$ cat src/rtl/vga_glyph_blitter_pkg.sv
// Shared definitions for the glyph blitter: FSM state encoding and screen geometry.
package vga_glyph_blitter_pkg;

  typedef enum logic [2:0] {
    ST_IDLE,
    ST_FETCH,
    ST_WAIT,
    ST_DRAW,
    ST_DONE
  } state_t;

  localparam int unsigned SCREEN_W   = 160;
  localparam int unsigned SCREEN_H   = 120;
  localparam int unsigned COLOUR_W   = 3;
  localparam int unsigned GLYPH_ROWS = 8;

endpackage

$ cat src/rtl/vga_glyph_blitter_rise_detect.sv
// Registered history of a level input and a 0->1 detection on it.
module rise_detect (
  input  logic clk,
  input  logic reset,
  input  logic d,
  output logic rise
);

  logic d_q;

  always_ff @(posedge clk or negedge reset) begin
    if (!reset) begin
      d_q <= 1'b0;
    end else begin
      d_q <= d;
    end
  end

  assign rise = d & ~d_q;

endmodule

$ cat src/rtl/vga_glyph_blitter.sv
// Draws one 8x8 glyph per start edge: fetches each bitmap row from a synchronous ROM,
// then issues one adapter write per pixel, clipping anything off the visible screen.
module vga_glyph_blitter
  import vga_glyph_blitter_pkg::*;
#(
  parameter int unsigned         X_MAX     = SCREEN_W - 1,
  parameter int unsigned         Y_MAX     = SCREEN_H - 1,
  parameter logic [COLOUR_W-1:0] BG_COLOUR = 3'b000
) (
  input  logic                clk,
  input  logic                reset,
  input  logic                start,
  input  logic [7:0]          x_in,
  input  logic [6:0]          y_in,
  input  logic [1:0]          glyph,
  input  logic [COLOUR_W-1:0] fg_colour,
  input  logic                bg_en,
  output logic [4:0]          rom_addr,
  input  logic [7:0]          rom_data,
  output logic [7:0]          vga_x,
  output logic [6:0]          vga_y,
  output logic [COLOUR_W-1:0] vga_colour,
  output logic                vga_plot,
  output logic                busy,
  output logic                done
);

  localparam logic [8:0] X_LIM = 9'(X_MAX);
  localparam logic [7:0] Y_LIM = 8'(Y_MAX);

  state_t state, state_nxt;

  logic                start_rise;
  logic                launch;
  logic [2:0]          row;
  logic [2:0]          col;
  logic [7:0]          shift;
  logic [7:0]          x_r;
  logic [6:0]          y_r;
  logic [1:0]          glyph_r;
  logic [COLOUR_W-1:0] fg_r;
  logic                bg_r;
  logic [7:0]          hold_x;
  logic [6:0]          hold_y;
  logic [COLOUR_W-1:0] hold_colour;

  logic [8:0]          sum_x;
  logic [7:0]          sum_y;
  logic                pix_bit;
  logic                in_view;
  logic                draw_plot;
  logic [COLOUR_W-1:0] draw_colour;

  rise_detect u_start_rise (
    .clk   (clk),
    .reset (reset),
    .d     (start),
    .rise  (start_rise)
  );

  assign launch = start_rise && (state == ST_IDLE);

  always_ff @(posedge clk or negedge reset) begin
    if (!reset) begin
      state <= ST_IDLE;
    end else begin
      state <= state_nxt;
    end
  end

  always_comb begin
    state_nxt = state;
    case (state)
      ST_IDLE:  if (launch) state_nxt = ST_FETCH;
      ST_FETCH: state_nxt = ST_WAIT;
      ST_WAIT:  state_nxt = ST_DRAW;
      ST_DRAW: begin
        if (col == 3'd7) begin
          state_nxt = (row == 3'(GLYPH_ROWS - 1)) ? ST_DONE : ST_FETCH;
        end
      end
      ST_DONE:  state_nxt = ST_IDLE;
      default:  state_nxt = ST_IDLE;
    endcase
  end

  always_ff @(posedge clk or negedge reset) begin
    if (!reset) begin
      row     <= '0;
      col     <= '0;
      shift   <= '0;
      x_r     <= '0;
      y_r     <= '0;
      glyph_r <= '0;
      fg_r    <= '0;
      bg_r    <= 1'b0;
    end else begin
      case (state)
        ST_IDLE: begin
          if (launch) begin
            row     <= '0;
            x_r     <= x_in;
            y_r     <= y_in;
            glyph_r <= glyph;
            fg_r    <= fg_colour;
            bg_r    <= bg_en;
          end
        end
        ST_WAIT: begin
          shift <= rom_data;
          col   <= '0;
        end
        ST_DRAW: begin
          col <= col + 3'd1;
          if (col == 3'd7 && row != 3'(GLYPH_ROWS - 1)) begin
            row <= row + 3'd1;
          end
        end
        default: ;
      endcase
    end
  end

  // Sums are one bit wider than the coordinates so off-screen pixels clip instead of wrapping.
  assign sum_x       = {1'b0, x_r} + {6'b0, col};
  assign sum_y       = {1'b0, y_r} + {5'b0, row};
  assign pix_bit     = shift[3'd7 - col];
  assign in_view     = (sum_x <= X_LIM) && (sum_y <= Y_LIM);
  assign draw_plot   = (state == ST_DRAW) && in_view && (pix_bit || bg_r);
  assign draw_colour = pix_bit ? fg_r : BG_COLOUR;

  always_ff @(posedge clk or negedge reset) begin
    if (!reset) begin
      hold_x      <= '0;
      hold_y      <= '0;
      hold_colour <= '0;
    end else if (draw_plot) begin
      hold_x      <= sum_x[7:0];
      hold_y      <= sum_y[6:0];
      hold_colour <= draw_colour;
    end
  end

  // Pixel outputs are live during a write and otherwise show the last pixel written.
  assign vga_plot   = draw_plot;
  assign vga_x      = draw_plot ? sum_x[7:0] : hold_x;
  assign vga_y      = draw_plot ? sum_y[6:0] : hold_y;
  assign vga_colour = draw_plot ? draw_colour : hold_colour;

  assign rom_addr = {glyph_r, row};
  assign busy     = (state == ST_FETCH) || (state == ST_WAIT) || (state == ST_DRAW);
  assign done     = (state == ST_DONE);

endmodule

$ cat config.mk
export PLATFORM = sky130hd
export DESIGN_NAME = vga_glyph_blitter
export DESIGN_NICKNAME = d
export VERILOG_FILES = /design/src/rtl/vga_glyph_blitter_pkg.sv /design/src/rtl/vga_glyph_blitter_rise_detect.sv /design/src/rtl/vga_glyph_blitter.sv
export SDC_FILE = /design/constraint.sdc
export NUM_CORES = 1
export LEC_CHECK = 0
export BUFFER_PORTS_ARGS = -buffer_cell sky130_fd_sc_hd__buf_2
export CAP_MARGIN = 20
export CORE_ASPECT_RATIO = 0.8
export CORE_UTILIZATION = 40
export CTS_CLUSTER_SIZE = 14
export DETAILED_ROUTE_END_ITERATION = 10
export GPL_ROUTABILITY_DRIVEN = 0
export PLACE_DENSITY_LB_ADDON = 0.3
export SLEW_MARGIN = 20
export SYNTH_ARGS = -nofsm -noshare
export SYNTH_HDL_FRONTEND = slang
export SYNTH_HIERARCHICAL = 1
export SYNTH_SLANG_ARGS = --single-unit
$ cat constraint.sdc
create_clock -name clk -period 4.6 [get_ports clk]
set_input_delay 0.46 -clock clk [delete_from_list [all_inputs] [get_ports clk]]
set_output_delay 0.46 -clock clk [all_outputs]
set_load 0.02 [all_outputs]
==> reports/summary.txt <==
Placed cell area = 0.00322 mm²
# resized after CTS = 0
Worst-case clock skew = 7.05 ps
Switching Share = 38.5%
Post-Place Cells = 369
Seq/Total Area, Yosys = 50.5%
Post-layout min period = 3630 ps
Non-Filler Instances = 385
Root buffer cell = clkbuf_8
Slew Viols, Final = 0
Post-route setup slack = 972 ps
Worst path bufs/invs = 3
Vias per cell = 4.93
CP Max Fanout = 11
Final nets = 337
Synth Cell Area = 0.00283 mm²
Required time of the worst setup path = 4140 ps
Crit Path Class = flop to output port
Most frequent cells in the layout = dfrtp_1 (57), buf_2 (57), mux2_2 (35), nand2_1 (18)
Maxcap violations = 0
Final core occ = 50.7%
Leak = 1.63 nW
Internal power = 0.00178 W
Pwr/cell area = 835 mW/mm²
Ys Warns = 6
Syn nets = 273
DP Worst Slack = 1340 ps
Layout cells sized above 1 = 39.9%
Max frequency = 276 MHz
Number of global-route vias before repair = 1,928
Initial drt markers = 63
Psw = 0.00112 W
Initial antenna violation count = 0
Logic pwr share = 48.4%
I/O Buffers = 57
Die W = 96.0 µm
WP data arrival = 3170 ps
Critical path endpoint category = output port
RSZ-0062 raised after global routing = false
Largest net degree at the start of global routing = 58
TritonCTS clock tree = yes
Maximum VDD drop = 0.359 mV
CP delay by family, top = adder cells
Layout area overhead = 23.0%
Register Area = 0.00143 mm²
Global-route usage over all layers = 16.4%
Drt drc = 0
Synth Instances = 229
First-pass GRT wire length = 8.90 mm
Num CTS Buffers = 9
Avg WL per Cell = 13.9 µm
Clk pwr share = 21.2%
Status = finished, final reports clean
GRT overflow = 0
Setup TNS Final = 0 ps
Sequential fraction of design power = 30.5%
Post-route ant nets = 0
Crit-path cells = ha_1 > inv_1 > fa_1 > nand2b_1 > a221oi_1 > o32ai_2 > nor4_4 > buf_4 > mux2_2 > buf_2
Core Rows = 27
Slowest stage delay, CP = 410 ps
Distinct cells, synth = 44
Hold/Removal Path Class = primary input to flop
Starting density of the core = 41.2%
Postcts setup bufs = 0
DR vias = 1,897
CP max stage cell = fa_1
WL final = 5.34 mm
Syn_area_per_cell = 12.3 µm²
Slew headroom = 52.2%
Diode count = 0
Total die area = 0.00741 mm²
Clock-pin slew on the worst setup and hold paths = 60 ps
Final hold violation count = 0
Die height = 77.2 µm
Drt pass-1 iters = 4
Post-DP HPWL = 3.79 mm
CTS Buffer Depth = 2
Clock latency on the worst-skew pair = 350 ps
Crit start category = flop
Slew @ Worst Pin = 716 ps
Fin area = 0.00348 mm²
Final period utilization = 78.9%
Top Ports = 58
Core region area = 0.00686 mm²
Post-CTS Hold Buffers = 0
Fill count = 657
H-Tree Depth = 3
Yosys reg bits = 57
Setup Viol. Count Final = 0
CTS Sinks = 57
Multi-input gate area = 0.00132 mm²
## state kept, by name, indices dropped and copies added, names as in the netlist, 2 cells and up
name,flops
hold_x,8
glyph_r,2
fg_r,3
row,3
hold_y,7
col,3
hold_colour,3
shift,8
x_r,8
state,3
y_r,7
## cells in the mapped netlist
cell type	instances	area, µm²
nor2b_1	2	12.5
mux2_4	3	45.0
nor3_1	3	15.0
a41oi_1	1	8.76
mux4_1	2	52.6
nand2_1	18	67.6
o21ai_0	8	40.0
mux2_1	1	11.3
or3_1	1	6.26
clkbuf_1	3	11.3
xor2_1	1	8.76
xnor2_1	10	87.6
and2_1	1	6.26
nor2b_4	1	13.8
a2bb2oi_1	1	8.76
a211oi_1	1	7.51
nor3b_1	1	7.51
and3_1	1	6.26
mux2_2	35	394
and4b_1	1	10.0
nand4_1	2	12.5
nor4b_2	1	15.0
dfrtp_1	57	1430
o21a_1	1	7.51
nor2_1	13	48.8
inv_1	13	48.8
a221oi_2	1	15.0
o21ai_1	2	10.0
fa_1	2	40.0
nor4_2	1	12.5
o32ai_2	1	16.3
nand3_1	3	15.0
nand4b_1	1	8.76
buf_2	4	20.0
a22o_1	2	17.5
mux2i_1	5	50.1
buf_6	1	11.3
nand3b_1	1	7.51
nand2b_1	4	25.0
ha_1	10	125
a21oi_1	4	20.0
a221oi_1	1	8.76
nor4_4	1	21.3
a21o_1	3	22.5
## per-stage QoR
| stage | total power (W) | hold WS (ps) |
|---|---|---|
| final | 0.00290 | 240 |
| after floorplan | 0.00194 | 164 |
| after CTS | 0.00295 | 224 |
| after global routing | 0.00311 | 223 |
| after global placement | 0.00228 | 465 |
| after detailed placement | 0.00231 | 477 |
## kinds of logic (layout without fill, tap and decap cells)
| logic type | count (synthesis) | in the layout | synth area share, % |
|---|---|---|---|
| AO/OA/AOI/OAI | 26 | 26 | 6.46 |
| adder cells (fa/ha/maj) | 12 | 12 | 5.84 |
| buffers and inverters | 21 | 90 | 3.23 |
| XOR/XNOR | 11 | 11 | 3.41 |
| flip-flops | 57 | 57 | 50.5 |
| AND/OR/NAND/NOR | 56 | 56 | 11.0 |
| multiplexers | 46 | 46 | 19.6 |
## worst register-to-register path, stage by stage (launching register included)
cell      delay, ps
dfrtp_1         400
ha_1            210
inv_1            70
fa_1            410
nand2b_1        180
a221oi_1        410
o32ai_2         170
nor4_4          180
buf_4           270
mux2_2          370
## path summary, 6_finish.rpt
check                                          from                    endpoint  slack, ps  depth (start not counted)
min in group asynchronous                     reset  u_start_rise/d_q$_DFF_PN0_        250                          2
worst max-delay path             row[0]$_DFFE_PN0P_                    vga_x[3]        970                         10
worst max register to register   row[0]$_DFFE_PN0P_         hold_x[4]$_DFF_PN0_       1820                          9
worst min-delay path                          start  u_start_rise/d_q$_DFF_PN0_        240                          1
worst min register to register  hold_y[0]$_DFF_PN0_         hold_y[0]$_DFF_PN0_        480                          1
max in group asynchronous                     reset    hold_colour[2]$_DFF_PN0_       3880                          2
## power groups by stage
stage                     clock [W]  sequential, W  combinational [W]
final                      0.000614       0.000885            0.00140
after detailed placement          0       0.000895            0.00142
after floorplan                   0       0.000847            0.00109
after CTS                  0.000630       0.000888            0.00143
after global placement            0       0.000887            0.00139
after global routing       0.000654       0.000913            0.00154
## cell type report
cell class | count | share of cell area [%]
Clock buffer | 11 | 3.78
Timing Repair Buffer | 61 | 9.07
Sequential cell | 57 | 41.0
Multi-Input combinational cell | 151 | 37.9
Clock inverter | 5 | 3.67
Inverter | 13 | 1.40
Tap cell | 87 | 3.13
## layer usage
| metal | track usage (%) | wire length (µm) | vias up | share of wire, % |
|---|---|---|---|---|
| met5 | 0 | 0 | - | 0 |
| met4 | 7.16 | 103 | 0 | 1.9 |
| met3 | 6.35 | 268 | 13 | 5.0 |
| met2 | 23.4 | 2260 | 45 | 42 |
| met1 | 21.9 | 2710 | 912 | 51 |
| li1 | - | - | 927 | - |
No activity file was read; power rests on OpenSTA's default activity.
